## config.mk

```make
export PLATFORM = sky130hd
export DESIGN_NAME = static_control_bank
export DESIGN_NICKNAME = d
export VERILOG_FILES = /design/src/rtl/static_control_bank.sv
export SDC_FILE = /design/constraint.sdc
export NUM_CORES = 1
export LEC_CHECK = 0
export CORE_ASPECT_RATIO = 0.9
export CORE_MARGIN = 2
export CORE_UTILIZATION = 40
export DETAILED_ROUTE_END_ITERATION = 10
export PLACE_DENSITY = 0.67
export SYNTH_ARGS = -nofsm -noshare
export SYNTH_HDL_FRONTEND = slang
export SYNTH_SLANG_ARGS = --single-unit
```

## constraint.sdc

```tcl
create_clock -name clk -period 10.59 [get_ports clk]
set_input_delay 2.118 -clock clk [delete_from_list [all_inputs] [get_ports clk]]
set_output_delay 2.118 -clock clk [all_outputs]
set_load 0.1 [all_outputs]
```

## src/rtl/static_control_bank.sv

```systemverilog
// static_control_bank: shadowed control words applied immediately or on sync_pulse; STATIC_CTRL_READBACK_EN adds a readback port
module static_control_bank #(
    parameter int CHANNELS = 8,
    parameter int WIDTH = 16,
    parameter int ADDR_W = 3,
    parameter logic [WIDTH-1:0] RESET_VALUE = '0,
    parameter int ARM_TIMEOUT = 0
) (
    input  logic                      clk,
    input  logic                      rst,
    input  logic                      wr_stb,
    input  logic [ADDR_W-1:0]         wr_addr,
    input  logic [WIDTH-1:0]          wr_data,
    input  logic                      commit_stb,
    input  logic                      sync_mode,
    input  logic                      sync_pulse,
    input  logic                      cancel_stb,
`ifdef STATIC_CTRL_READBACK_EN
    input  logic [ADDR_W-1:0]         rd_addr,
    input  logic                      rd_sel,
    output logic [WIDTH-1:0]          rd_data,
`endif
    output logic [CHANNELS*WIDTH-1:0] dout,
    output logic                      pending,
    output logic                      applied,
    output logic                      err
);
    localparam int CW = ARM_TIMEOUT > 1 ? $clog2(ARM_TIMEOUT) : 1;
    typedef enum logic {IDLE, ARMED} state_t;
    state_t state_q, state_d;
    logic [CHANNELS-1:0][WIDTH-1:0] shadow_q, shadow_d, dout_q, dout_d;
    logic [CW-1:0] cnt_q, cnt_d;
    logic applied_q, applied_d, err_q, err_d;
    logic wr_ok, apply, expire;
    always_comb begin
        wr_ok = wr_stb && (32'(wr_addr) < CHANNELS);
        shadow_d = shadow_q;
        for (int i = 0; i < CHANNELS; i++)
            if (wr_ok && 32'(wr_addr) == i) shadow_d[i] = wr_data;
        expire = ARM_TIMEOUT != 0 && 32'(cnt_q) == ARM_TIMEOUT - 1;
        apply = state_q == IDLE ? commit_stb && !sync_mode : sync_pulse && !cancel_stb;
        state_d = state_q == IDLE ? (commit_stb && sync_mode ? ARMED : IDLE)
                : (cancel_stb || sync_pulse || expire ? IDLE : ARMED);
        cnt_d = state_q == ARMED && state_d == ARMED ? cnt_q + CW'(1) : '0;
        // shadow_d rather than shadow_q so a same-cycle write lands in the applied value
        dout_d = apply ? shadow_d : dout_q;
        applied_d = apply;
        err_d = (wr_stb && !wr_ok) || (state_q == ARMED && !cancel_stb && !sync_pulse && expire);
    end
    always_ff @(posedge clk or posedge rst) begin
        if (rst) begin
            shadow_q  <= {CHANNELS{RESET_VALUE}};
            dout_q    <= {CHANNELS{RESET_VALUE}};
            state_q   <= IDLE;
            cnt_q     <= '0;
            applied_q <= 1'b0;
            err_q     <= 1'b0;
        end else begin
            shadow_q  <= shadow_d;
            dout_q    <= dout_d;
            state_q   <= state_d;
            cnt_q     <= cnt_d;
            applied_q <= applied_d;
            err_q     <= err_d;
        end
    end
    assign dout    = dout_q;
    assign pending = state_q == ARMED;
    assign applied = applied_q;
    assign err     = err_q;
`ifdef STATIC_CTRL_READBACK_EN
    logic [WIDTH-1:0] rd_data_q, rd_data_d;
    always_comb begin
        rd_data_d = '0;
        for (int i = 0; i < CHANNELS; i++)
            if (32'(rd_addr) == i) rd_data_d = rd_sel ? dout_q[i] : shadow_q[i];
    end
    always_ff @(posedge clk or posedge rst) begin
        if (rst) rd_data_q <= '0;
        else rd_data_q <= rd_data_d;
    end
    assign rd_data = rd_data_q;
`endif
endmodule

```

==> impl_metrics.tcl <==
set metrics [dict create \
    final.fill_count 1933 \
    htreeDepth 1 \
    std_cell_rows 54 \
    clkTransAtPathRegs_ps 60 \
    floorplan.initialDensity_pct 41.01 \
    end_kind "flop" \
    worst_pin_slew_ps 1161 \
    relSlewSlack_pct 22.57 \
    routabilityCongestion 0.7777 \
    setup_viol 0 \
    final_layout_size_suffix_gt1_share_pct 42.28 \
    netlist_instances 561 \
    die_area_mm2 0.02629 \
    yosys.area.top_type "dfrtp_1" \
    synth_area_leaders "dfrtp_1, mux2_2, mux2_4" \
    crit_path_frequent_cell "buf_4" \
    drv_slew 0 \
    coreArea_mm2 0.02439 \
    setup.worst_path.start_class "input pin" \
    antenna_found_initial 0 \
    grt_max_degree 128 \
    fin_ws_ps 6039 \
    crit_fanout 84 \
    ant_nets 0 \
    timing.final.hold_violations 0 \
    post_drt_wl_per_cell_um 19.91 \
    period_share_pct 42.97 \
    rsz0062_at_grt "no" \
    via_per_inst 4.839 \
    grt_pass1_wl_um 33660 \
    syn_area_mm2 0.01000 \
    cp.required_ps 10980 \
    dieHeight_um 154.0 \
    drtIter0Drc 209 \
    tns_ps 0 \
    period_needed_ps 4551 \
    slowest_delay_ps 850 \
    fin_skew_ps 5.377 \
    die_x_um 170.7 \
    cts-root-buf "clkbuf_16" \
    wl_um 21400 \
    ios 157 \
    synth_seq_cells 258 \
    synth.distinct_cells 21 \
    cp_cell_sequence "clkdlybuf4s50_1, nand2b_1, o21ai_4, buf_4, buf_4, mux2_2" \
    cts-resized-gates 0 \
    cap_violations 0 \
    ys_warn_count 0 \
    min_path_type "reg -> reg" \
    postSynthAreaPerCell_um2 17.83 \
    drt_pass1_iterations 4 \
    synth_seq_area_share_pct 64.54 \
    grt_pass1_vias 5652 \
    cts_setup_buffers 0 \
    dpl.hpwl_um 14120 \
    route.detailed.drc 0 \
    status "finished, final reports clean" \
    syn_nets 587 \
    slowest_stage "buf_4" \
    worstSetupPathType "in -> reg" \
    syn_to_final_growth_pct 27.49 \
    clk_latency_ps 510 \
    min_delay_path_depth 1 \
    nNetsFinal 745 \
    port-buffer-count 155 \
    rr_worst_depth 5 \
    overflow 0 \
    grt_usage_pct 16.61 \
    cts_tree "built" \
    arrival_ps 4940 \
    synth_top_area_share_pct 64.54 \
    cts_sinks 258 \
    max_freq_mhz 219.7 \
    numCtsBuffers 27 \
    ctsHoldBuffers 0 \
    clockBufferDepth 3 \
    vias 5202 \
    dpl_worst_slack_ps 5510 \
]
[Yosys cell counts]
cell        n
dfrtp_1   258
mux2_2    195
mux2_4     60
buf_2      17
buf_6       7
and4bb_1    3
buf_12      3
nand4b_4    3
buf_4       2
nand2_1     2
buf_1       1
conb_1      1
inv_1       1
mux2_1      1
nand2b_1    1
nand3b_1    1
nand4_4     1
nor2_1      1
nor4b_4     1
o21ai_0     1
o21ai_1     1
[final cells by class]
| class | count | area [µm²] | area share (%) |
|---|---|---|---|
| well taps | 336 | 420.4 | 3.296 |
| clock inverters | 15 | 231.5 | 1.815 |
| inverters | 1 | 11.26 | 0.08830 |
| clock buffers | 33 | 738.2 | 5.788 |
| diodes | 1 | 2.502 | 0.01962 |
| flip-flops and latches | 258 | 6456 | 50.62 |
| repair buffers | 159 | 1582 | 12.40 |
| multi-input cells | 272 | 3312 | 25.97 |
[worst max-delay path: cells and delay by family]
family	cells	cell delay [ps]
buffers and inverters	3	2050
muxes	1	420
AOI/OAI and AO/OA	1	120
and+or+nand+nor	1	180
[final timing paths]
path | startpoint | end | slack, ps
max reg2reg | pending | dout[16] | 7700
max | sync_mode | dout[16] | 6040
min reg2reg | shadow_q[0] | shadow_q[0] | 490
min in group asynchronous | rst | shadow_q[80] | 2180
min | shadow_q[0] | shadow_q[0] | 490
max in group asynchronous | rst | shadow_q[103] | 6240
[stage by stage]
| stage | cell area [µm²] | hold WS, ps | cells | util (%) |
|---|---|---|---|---|
| 6_report | 12750 | 487.3 | 1075 | 52.29 |
| 5_1_grt | 12750 | 501.0 | 1074 | 52.28 |
| 4_1_cts | 12750 | 491.8 | 1074 | 52.28 |
| 3_5_place_dp | 11780 | 478.3 | 1026 | 48.30 |
| 3_3_place_gp | 11780 | 466.2 | 1026 | 48.30 |
| 2_1_floorplan | 10000 | 449.5 | 561 | - |
[placed cells by master (no fill, tap or decap)]
master,Yosys,routed
and4bb_1,3,3
buf_4,2,4
bufinv_16,0,6
clkbuf_1,0,2
clkbuf_16,0,27
clkbuf_8,0,4
clkdlybuf4s50_1,0,155
clkinv_2,0,7
clkinv_4,0,1
clkinvlp_4,0,1
conb_1,1,1
dfrtp_1,258,258
diode_2,0,1
inv_8,0,1
mux2_1,1,1
mux2_2,195,195
mux2_4,60,60
nand2_1,2,2
nand2b_1,1,1
nand3b_1,1,1
nand4_4,1,1
nand4b_4,3,3
nor2_1,1,1
nor4b_4,1,1
o21ai_0,1,1
o21ai_4,0,1
[cell families (layout without fill, tap and decap cells)]
kind of cell	Yosys count	count (layout)	share of synthesized area (%)
buffers and inverters	31	208	2.464
and+or+nand+nor	13	13	1.789
DFF	258	258	64.54
AOI/OAI and AO/OA	2	2	0.09997
other	1	2	0.03749
muxes	256	256	31.07
[state kept, by name (all words and copies together), names as in the netlist]
name	flops
dout	128
shadow_q	128
applied	1
pending	1
[layer usage]
layer | vias to the layer above | global-route usage, % | routed length (µm)
li1 | 2300 | - | -
met1 | 2752 | 24.00 | 9951
met2 | 122 | 25.95 | 9926
met3 | 28 | 3.269 | 1139
met4 | 0 | 3.989 | 382
met5 | - | 0 | 0
Power is not shown: default switching activity piles up to over one toggle a cycle in this logic, so the estimate is an artifact.
